## config.mk

```make
export PLATFORM = sky130hd
export DESIGN_NAME = modn_updown_load_counter
export DESIGN_NICKNAME = d
export VERILOG_FILES = /design/src/rtl/modn_updown_load_counter.sv
export SDC_FILE = /design/constraint.sdc
export NUM_CORES = 1
export LEC_CHECK = 0
export CORE_AREA = 2 2 39 41
export CTS_CLUSTER_DIAMETER = 60
export DETAILED_ROUTE_END_ITERATION = 10
export DIE_AREA = 0 0 41 43
export GPL_TIMING_DRIVEN = 1
export SYNTH_ARGS = -nofsm -noshare
export SYNTH_HDL_FRONTEND = slang
export SYNTH_SLANG_ARGS = --single-unit
```

## constraint.sdc

```tcl
create_clock -name clk -period 1.9 [get_ports clk]
set_input_delay 0.285 -clock clk [delete_from_list [all_inputs] [get_ports clk]]
set_output_delay 0.285 -clock clk [all_outputs]
set_load 0.01 [all_outputs]
```

## src/rtl/modn_updown_load_counter.sv

```systemverilog
// Modulo-MOD up/down counter with synchronous load, synchronous clear,
// count enable and a cascade terminal-count output.
// Optional feature macro: MODN_UPDOWN_LOAD_COUNTER_WRAP_CNT_EN adds a
// saturating 16-bit wrap counter output (wrap_cnt).
module modn_updown_load_counter #(
    parameter int unsigned MOD     = 12,
    parameter int unsigned WIDTH   = 4,
    parameter int unsigned RST_VAL = 0
) (
    input  logic             clk,
    input  logic             rst_n,
    input  logic             en,
    input  logic             up_dn,
    input  logic             clr,
    input  logic             load,
    input  logic [WIDTH-1:0] d_in,
    output logic [WIDTH-1:0] count,
    output logic             tc,
`ifdef MODN_UPDOWN_LOAD_COUNTER_WRAP_CNT_EN
    output logic [15:0]      wrap_cnt,
`endif
    output logic             load_err
);

    // Reject illegal parameter combinations at elaboration
    if (MOD < 2) begin : g_bad_mod
        $fatal(1, "modn_updown_load_counter: MOD must be >= 2");
    end
    if (64'(MOD) > (64'd1 << WIDTH)) begin : g_bad_width
        $fatal(1, "modn_updown_load_counter: 2**WIDTH must be >= MOD");
    end
    if (RST_VAL >= MOD) begin : g_bad_rst
        $fatal(1, "modn_updown_load_counter: RST_VAL must be < MOD");
    end

    localparam logic [WIDTH-1:0] MAX_VAL  = WIDTH'(MOD - 1);
    localparam logic [WIDTH-1:0] INIT_VAL = WIDTH'(RST_VAL);

    logic             load_bad;
    logic             at_top;
    logic             at_bottom;
    logic [WIDTH-1:0] count_nxt;
    logic             load_err_nxt;

    // Range check against MOD-1 so that MOD == 2**WIDTH never rejects
    assign load_bad  = (d_in > MAX_VAL);
    assign at_top    = (count == MAX_VAL);
    assign at_bottom = (count == '0);

    // Terminal count: asserted in the cycle whose next edge wraps
    assign tc = en && !clr && !load && (up_dn ? at_top : at_bottom);

    // Next-state selection in priority order: clr, load, count, hold
    always_comb begin
        count_nxt    = count;
        load_err_nxt = 1'b0;
        if (clr) begin
            count_nxt = INIT_VAL;
        end else if (load) begin
            if (load_bad) begin
                load_err_nxt = 1'b1;
            end else begin
                count_nxt = d_in;
            end
        end else if (en) begin
            if (up_dn) begin
                count_nxt = at_top ? '0 : count + WIDTH'(1);
            end else begin
                count_nxt = at_bottom ? MAX_VAL : count - WIDTH'(1);
            end
        end
    end

    // Count and load-error registers with asynchronous reset
    always_ff @(posedge clk or negedge rst_n) begin
        if (!rst_n) begin
            count    <= INIT_VAL;
            load_err <= 1'b0;
        end else begin
            count    <= count_nxt;
            load_err <= load_err_nxt;
        end
    end

`ifdef MODN_UPDOWN_LOAD_COUNTER_WRAP_CNT_EN
    // Saturating count of wrap events; cleared by reset and clr
    always_ff @(posedge clk or negedge rst_n) begin
        if (!rst_n) begin
            wrap_cnt <= '0;
        end else if (clr) begin
            wrap_cnt <= '0;
        end else if (tc && (wrap_cnt != '1)) begin
            wrap_cnt <= wrap_cnt + 16'd1;
        end
    end
`endif

endmodule

```

==> results of run 1 <==
## state kept, by name, indices dropped and copies added (netlist names)
signal    count
count         4
load_err      1
## through the flow
stage               hold slack, ns  setup slack (ns)  area (sq um)  TNS [ns]
CTS                          0.266           0.00661           688         0
global route                 0.273            0.0250           703         0
floorplan                  -0.0106             0.222           428         0
detailed placement           0.520            -0.182           664    -0.182
global placement             0.522            -0.211           664    -0.211
finish                       0.259             0.114           703         0
## worst max path at each step
stage,start,to,slack [ns],cells past startpoint
floorplan,count[0],tc,0.22,5
global placement,up_dn,tc,-0.21,5
detailed placement,up_dn,tc,-0.18,5
CTS,count[0],tc,0.007,6
global route,count[0],tc,0.03,6
finish,count[1],tc,0.11,6
## layer usage
layer	vias up	track usage	part of all wire
li1	239	-	-
met1	214	0.196	0.44
met2	21	0.253	0.49
met3	0	0.0628	0.070
met4	0	0.0400	0
met5	-	0	0
## what timing repair did
action                                  4_1_cts  5_1_grt
hold endpoints to repair                      0        0
pin swaps                                     1        1
endpoints found under the setup margin        1        1
resized for setup                             6        4
## Yosys cell counts
library cell	instances	area, sq um
dfrtp_1	5	125
nand2_1	5	18.8
nor2_1	4	15.0
nor3b_1	4	30.0
a21oi_1	3	15.0
inv_1	3	11.3
a31oi_1	2	12.5
ha_1	2	25.0
o31ai_1	2	15.0
a2111oi_0	1	8.76
a211oi_2	1	12.5
a22o_1	1	8.76
a311oi_1	1	8.76
and2b_1	1	7.51
buf_2	1	5.00
buf_4	1	7.51
buf_6	1	11.3
mux2i_1	1	10.0
nand2b_1	1	6.26
nand3_1	1	5.00
nand3b_1	1	7.51
nand4b_1	1	8.76
nor2b_1	1	6.26
nor3_1	1	5.00
nor4bb_1	1	10.0
o21ai_0	1	5.00
o41ai_1	1	8.76
xnor2_1	1	8.76
xor2_1	1	8.76
## report_power, final
group          internal [mW]  switching [mW]
Sequential             0.116         0.00720
Clock                 0.0795          0.0446
Combinational          0.100          0.0756
Total                  0.296           0.127
## area by class of cell
cell class                      count  area share
Clock buffer                        4      0.0374
Inverter                            3      0.0160
Multi-Input combinational cell     39       0.406
Sequential cell                     5       0.178
Tap cell                           16      0.0285
Timing Repair Buffer               27       0.335
## cell families after synthesis
| logic type | count (synthesis) | share of synthesized area |
|---|---|---|
| flip-flops | 5 | 0.292 |
| AO/OA/AOI/OAI | 13 | 0.222 |
| AND/OR/NAND/NOR | 21 | 0.281 |
| adder cells (fa/ha/maj) | 2 | 0.0585 |
| buffers and inverters | 6 | 0.0819 |
| multiplexers | 1 | 0.0234 |
| XOR/XNOR | 2 | 0.0409 |
## worst register-to-register path, cell delays in order (launching register included)
cell       delay [ns]
dfrtp_1          0.38
buf_4            0.16
ha_1             0.22
buf_4            0.15
nor3b_1          0.16
a2111oi_0        0.09
o41ai_1          0.31
==> out/metrics.yaml, run 1 <==
status: "finished, final reports clean"
critPathMaxStageDelay_ns: 0.39
place_congestion: 0.716
timing.final.crit_share: 0.940
multi_input_area_sq_um: 285
drt_pass1_iterations: 4
grt_max_degree: 12
clkLatencyLatePin_ns: 0.24
ant_nets: 0
crit_family: "simple AND/OR/NAND/NOR gates"
cp_cell_sequence: "inv_2 -> ha_4 -> nor3b_2 -> a31oi_1 -> nor4bb_1 -> buf_2"
final_common_cell: "clkdlybuf4s50_1"
dieArea_sq_um: 1760
clock-sinks: 5
regToRegSetupSlack_ns: 0.31
cts_hold_buf: 0
syn-cell-area_sq_um: 428
nFillCells: 150
clkTransAtPathRegs_ns: 0.05
yosysUniqueCellTypes: 29
drt-wirelength-per-cell_um: 12.2
yosysWarnings: 0
numPortBuffers: 15
seqCellArea_sq_um: 125
via_count: 474
dp_hpwl_um: 877
dp.cells: 90
grt_overflow: 0
vdd_drop_max_mv: 0.354
synth.avg_cell_area_sq_um: 8.56
cts_buffers: 3
critPathArrivalTime_ns: 1.50
r2r-end: "count[3]"
die_x_um: 41
htreeDepth: 1
synthCells: 50
slowest_stage: "dfrtp_1"
final_layout_size_suffix_gt1_frac: 0.269
clock_skew_ns: 0.00395
area_growth_pct: 64.3
timing.fmax_mhz: 560
vias_per_cell: 5.04
utilization: 0.508
cp_max_fo: 4
r2r-start: "count[0]"
core-area_sq_um: 1380
slew_violations: 0
syn_nets: 62
initial_core_util: 0.309
antennaDiodeCount: 0
layout.nets: 91
drc: 0
fin_cells: 94
hold_class: "input port to async pin"
period_needed_ns: 1.79
grt_pass1_vias: 445
max_slew_margin: 0.738
io_pins: 16
ctsRootBufferMaster: "clkbuf_4"
cts_tree: "built"
maxCapViolations: 0
crit_required_ns: 1.62
end_kind: "output pin"
synth_seq_cells: 5
antenna_found_initial: 0
grt_pass1_wl_mm: 1.90
cts_buffer_depth: 2
power_density_nw_per_um2: 603
criticalPathCategory: "flop to output pin"
wirelength_mm: 1.14
ys_seq_area_frac: 0.292
rsz0062_at_grt: "false"
setup_viol: 0
finalPower_uw: 424
tightest_slew_ns: 0.383
grt_use_total: 0.160
hold_viol_final: 0
die_h_um: 43
p_leak_nw: 0.297
cts_setup_buffers: 0
crit_buf_inv: 2
num_rows: 14
drt_iter0_markers: 10
r2r.worst_path.cells: 6
final_cell_mix: "clkdlybuf4s50_1, buf_4, nand2_1, dfrtp_1, nor2_1"
start_kind: "flop"
Note: power is estimated with default switching activity, not from simulation.
==> inputs of run 2 (changes only) <==
- CAP_MARGIN: unset -> 20
- SKIP_LAST_GASP: unset -> 1
- TNS_END_PERCENT: unset -> 30
==> results of run 2 <==
No change in the layout: final DEF, timing and power equal those of run 1.
